### config.mk
export PLATFORM = sky130hd
export DESIGN_NAME = fetch_unit
export DESIGN_NICKNAME = d
export VERILOG_FILES = /design/src/rtl/fetch_unit.sv
export SDC_FILE = /design/constraint.sdc
export NUM_CORES = 1
export LEC_CHECK = 0
export ABC_AREA = 0
export CAP_MARGIN = 20
export CORE_MARGIN = 4
export CORE_UTILIZATION = 35
export CTS_BUF_LIST = sky130_fd_sc_hd__clkbuf_16
export DETAILED_ROUTE_END_ITERATION = 10
export PLACE_DENSITY = 0.79
export SYNTH_ARGS = -nofsm -noshare
export SYNTH_HDL_FRONTEND = slang
export SYNTH_SLANG_ARGS = --single-unit
### constraint.sdc
create_clock -name clk -period 2.9 [get_ports clk]
set_clock_uncertainty 0.2 [all_clocks]
set_input_delay 0.58 -clock clk [delete_from_list [all_inputs] [get_ports clk]]
set_output_delay 0.58 -clock clk [all_outputs]
set_load 0.01 [all_outputs]
### src/rtl/fetch_unit.sv
// Fetch stage: PC, instruction-memory addressing and the IF/ID output buffer.
// Optional macro FETCH_BOUNDS_CHECK_EN enables sticky fault on bad redirects.
module fetch_unit #(
   parameter logic [31:0] RESET_PC  = 32'h0000_0000,
   parameter int unsigned MEM_BYTES = 256
) (
   input  logic        clk,
   input  logic        rst,
   output logic [31:0] imem_addr,
   input  logic [31:0] imem_data,
   input  logic        redirect_valid,
   input  logic [31:0] redirect_pc,
   input  logic        halt,
   output logic        out_valid,
   input  logic        out_ready,
   output logic [31:0] out_inst,
   output logic [31:0] out_pc,
   output logic [31:0] out_pc_plus4,
   output logic [31:0] fetch_count,
   output logic        fault
);

   localparam logic [31:0] AMASK = 32'(MEM_BYTES - 1);
   localparam logic [31:0] LAST  = 32'(MEM_BYTES - 4);

   logic [31:0] pc_q, pc_d;
   logic        valid_q, valid_d;
   logic [31:0] inst_q, inst_d;
   logic [31:0] opc_q, opc_d;
   logic [31:0] opc4_q, opc4_d;
   logic [31:0] cnt_q, cnt_d;
   logic        fault_q;
   logic        bad;
   logic        redir;
   logic        accept;
   logic        cap;
   logic [31:0] next_pc;
   logic [31:0] target;

`ifdef FETCH_BOUNDS_CHECK_EN
   logic fault_d;

   assign bad     = (redirect_pc[1:0] != 2'b00) | (redirect_pc > LAST);
   assign fault_d = fault_q | (redirect_valid & bad);

   always_ff @(posedge clk or posedge rst) begin
      if (rst) fault_q <= 1'b0;
      else     fault_q <= fault_d;
   end
`else
   assign bad     = 1'b0;
   assign fault_q = 1'b0;
`endif

   assign next_pc = (pc_q + 32'd4) & AMASK;
   assign target  = redirect_pc & AMASK & ~32'h3;
   assign accept  = valid_q & out_ready;
   // A latched fault freezes the stage, so later redirects are ignored
   assign redir   = redirect_valid & !fault_q;
   assign cap     = !halt & !fault_q & !redirect_valid
                  & (!valid_q | out_ready);

   always_comb begin
      pc_d    = pc_q;
      valid_d = valid_q;
      inst_d  = inst_q;
      opc_d   = opc_q;
      opc4_d  = opc4_q;
      cnt_d   = cnt_q + {31'd0, accept};
      if (redir) begin
         valid_d = 1'b0;
         if (!bad) pc_d = target;
      end else if (cap) begin
         inst_d  = imem_data;
         opc_d   = pc_q;
         opc4_d  = next_pc;
         valid_d = 1'b1;
         pc_d    = next_pc;
      end else if (accept) begin
         valid_d = 1'b0;
      end
   end

   always_ff @(posedge clk or posedge rst) begin
      if (rst) begin
         pc_q    <= RESET_PC;
         valid_q <= 1'b0;
         inst_q  <= 32'd0;
         opc_q   <= 32'd0;
         opc4_q  <= 32'd0;
         cnt_q   <= 32'd0;
      end else begin
         pc_q    <= pc_d;
         valid_q <= valid_d;
         inst_q  <= inst_d;
         opc_q   <= opc_d;
         opc4_q  <= opc4_d;
         cnt_q   <= cnt_d;
      end
   end

   assign imem_addr    = pc_q;
   assign out_valid    = valid_q;
   assign out_inst     = inst_q;
   assign out_pc       = opc_q;
   assign out_pc_plus4 = opc4_q;
   assign fetch_count  = cnt_q;
   assign fault        = fault_q;

endmodule
==> summary.txt <==
Yosys
  – Syn Area/Cell: 11.7 µm²
  – Synth Instances: about 350
  – Synth Area in Simple Gates: between 10% and 20%
  – Cell taking the most area after synthesis: dfrtp_1
  – Netlist cell types: 33
  – Post-synthesis mux area share: 11.1%
  – Sequential area share after synthesis: 50.3%
  – Count of warnings emitted by yosys: 0
  – FFs w/ async S/R, synth: between 90% and 100%
  – Complex-gate fraction of the synthesized area: between 1 and 1.5%
  – Synth top area share: around half
  – EDFF count, synth: 0
  – Commonest cells in the netlist: dfrtp_1 (83), buf_4 (80), mux2_2 (27)
  – FF+latch count, synth: 83
  – Main synth FF type: dfrtp_1
  – Mapped cell area: 0.00413 mm²
  – Top cells by area, synth: dfrtp_1 (50%), buf_4 (15%), mux2_2 (7.4%), xnor2_1 (4.7%), xor2_1 (3.6%)
  – Post-synthesis adder-cell area fraction: approximately 1.2%
  – Synth Area in XOR/XNOR: 8.28%
  – Main combinational cell family by area after synthesis: buffers and inverters
  – Count leader, synth: dfrtp_1

Cells and area
  – Share of cells above drive strength 1: 12.0%
  – Antenna cells: 0
  – Fin util: between 40% and 50%
  – Final cell count without fillers: between 600 and 700
  – Area Growth Syn to Fin: 35.3%
  – Nets: between 500 and 600

Min path
  – Min-delay src: fetch_count[31]
  – Hold path cells: 1
  – Hold crit path type: reg -> reg
  – Worst Hold End: fetch_count[31]

Detailed routing
  – First drt pass iteration count: 4
  – Via count: ~2700
  – WL final: slightly below 9 mm
  – DR DRC count: 0
  – Drt wl/cell: around 14 µm
  – Initial DRC count: 95
  – Antenna Nets Post-Route: 0
  – Vias per cell: between 4 and 5

GRT
  – Vias in the first global route: ~2800
  – Initial antenna violation count: 0
  – GRT Util Overall: between 10 and 15%
  – First-pass GRT wire length: ~14 mm
  – Overflow after GRT: 0
  – Largest net degree at the start of global routing: 45

CTS
  – Post-CTS resize count: 0
  – Clk_lat worst skew: 0.33 ns
  – CTS Buf Count: 9
  – Postcts setup bufs: 0
  – H-tree depth: 3
  – CTS Hold Buffers Added: 0
  – Clock root cell: clkbuf_16
  – Clk sinks: 83
  – CTS tree: built
  – Clk pin slew, worst setup/hold paths: around 0.06 ns
  – Clock Path Buffers: 2

Power and ir drop
  – VDD IR-drop max: about 0.00034 V
  – Leak: roughly 2.5 nW
  – Pwr Density: around 600 mW/mm²

Timing
  – Final critical-path required period: between 2 and 2.5 ns
  – Max_slew headroom: a little over three fifths
  – Final setup viols: 0
  – Fin crit share: between 80% and 90%
  – F_max: approximately 400 MHz
  – Sum Neg Setup Slack: 0 ns
  – Final hold vios: 0
  – Max-slew violations: 0
  – RSZ-0062 raised after global routing: false
  – Worst-margin pin slew: roughly 0.56 ns

Worst setup path
  – CP cell instances: clkdlybuf4s50_1 -> and2_1 -> ha_1 -> ha_1 -> nand2_1 -> or3_1 -> nor4_2 -> xor2_1
  – Most used cell, CP: ha_1
  – Crit-path max cell delay: about 0.47 ns
  – WP buf/inv: 1
  – CP delay by family, top: simple AND/OR/NAND/NOR gates
  – Cell depth of the worst flop-to-flop path: 7
  – Setup CP Type: in -> reg
  – Critical Path AT: approximately 2.5 ns
  – Worst path slowest cell: clkdlybuf4s50_1
  – Crit Path Max Fanout: 3
  – Reg2reg end: fetch_count[26]
  – CP Launch Type: primary input
  – Worst setup EP type: flip-flop
  – Reg2reg setup slack: a little under 0.8 ns
  – CP Data Required Time: approximately 3 ns
  – RR Startpoint: out_valid

Place
  – Final Wtd Congestion: just under 0.8
  – Final HPWL DP: slightly below 7 mm
  – Input/output buffers: ~130
  – Inst Count DP: about 620

Die
  – Die ar.: approximately 0.014 mm²
  – Cell Rows: 39
  – Height of the die: ~120 µm
  – Core box area: between 0.01 and 0.015 mm²
  – IO Pins: approximately 230
  – Die X-Extent: between 100 and 150 µm
  – Initial cell density of the core: between 30% and 40%

Status
  – Status: completed

Job
  – # Max-Cap Violations: 0
==> routing by layer <==
| metal | GRT usage [%] | share of wire, % | vias up |
|---|---|---|---|
| met5 | 0 | 0 | - |
| met4 | 4.36 | 0.71 | 0 |
| met3 | 7.05 | 13 | 4 |
| met2 | 20.7 | 48 | 142 |
| met1 | 14.9 | 38 | 1297 |
| li1 | - | - | 1294 |
==> area by class of cell <==
| cell class | count | area [µm²] |
|---|---|---|
| fillers | 1013 | 5890 |
| flip-flops and latches | 83 | 2080 |
| multi-input cells | 254 | 1680 |
| repair buffers | 132 | 1320 |
| clock buffers | 9 | 225 |
| well taps | 143 | 179 |
| clock inverters | 7 | 76.3 |
| inverters | 5 | 22.5 |
==> how the worst max path moves through the flow <==
stage | endpoint | slack [ns] | cells past startpoint | start
2_1_floorplan | fetch_count[26] | 0.76 | 7 | out_ready
3_3_place_gp | fetch_count[26] | 0.14 | 8 | out_ready
3_5_place_dp | fetch_count[26] | 0.08 | 8 | out_ready
4_1_cts | fetch_count[26] | 0.44 | 8 | out_ready
5_1_grt | fetch_count[26] | 0.31 | 8 | out_ready
6_report | fetch_count[26] | 0.42 | 8 | out_ready
==> power breakdown <==
part / internal (W) / leakage [nW] / switching [W] / total [W]
sequential: 0.00132 / 1.04 / 0.000135 / 0.00145
clock: 0.000673 / 0.142 / 0.000469 / 0.00114
combinational: 0.000441 / 1.33 / 0.000321 / 0.000762
==> worst register-to-register path, cell delays in order, from the launching register on <==
cell	delay, ns
dfrtp_1	0.35
and2_1	0.17
ha_1	0.21
ha_1	0.22
nand2_1	0.10
or3_1	0.43
nor4_2	0.19
xor2_1	0.17
==> through the flow <==
stage                     power, W  setup slack, ns  hold slack [ns]  area (µm²)
after floorplan            0.00185            0.763            0.304        4420
after global placement     0.00222            0.142            0.255        5280
after detailed placement   0.00224           0.0796            0.275        5280
after CTS                  0.00342            0.436            0.286        5580
after global routing       0.00355            0.307            0.297        5580
final                      0.00336            0.421            0.281        5580
==> state kept, by name, summed over array words and instances (netlist names) <==
register      count
out_pc_plus4      6
fetch_count      32
imem_addr         6
out_valid         1
out_inst         32
out_pc            6
==> kinds of logic (layout without fill, tap and decap cells) <==
family,after synthesis,after routing
xor+xnor,39,39
simple gates,80,80
flops,83,83
mux,41,41
buf+inv,93,153
compound gates,11,11
other cells,1,79
fa+ha+maj,4,4
==> cells in the final DEF (no fill, tap or decap), types with 2 or more instances in the layout <==
master / netlist / final
clkdlybuf4s50_1: 0 / 125
dfrtp_1: 83 / 83
conb_1: 1 / 79
mux2_2: 27 / 27
xnor2_1: 22 / 22
xor2_1: 17 / 17
nand2_1: 16 / 16
mux2_1: 12 / 12
nand3_1: 12 / 12
nor2_1: 10 / 10
clkbuf_16: 0 / 9
nand4_1: 8 / 8
and3_1: 8 / 8
nor3_1: 7 / 6
buf_4: 80 / 6
a21oi_1: 5 / 5
o21ai_0: 5 / 5
nor4_2: 4 / 4
inv_1: 5 / 4
ha_1: 4 / 4
and2_1: 3 / 3
and4_1: 3 / 3
clkinvlp_4: 0 / 3
nor3_2: 1 / 2
or3_1: 2 / 2
mux2i_1: 2 / 2
inv_6: 0 / 2
Power figures use the tool's default switching activity.
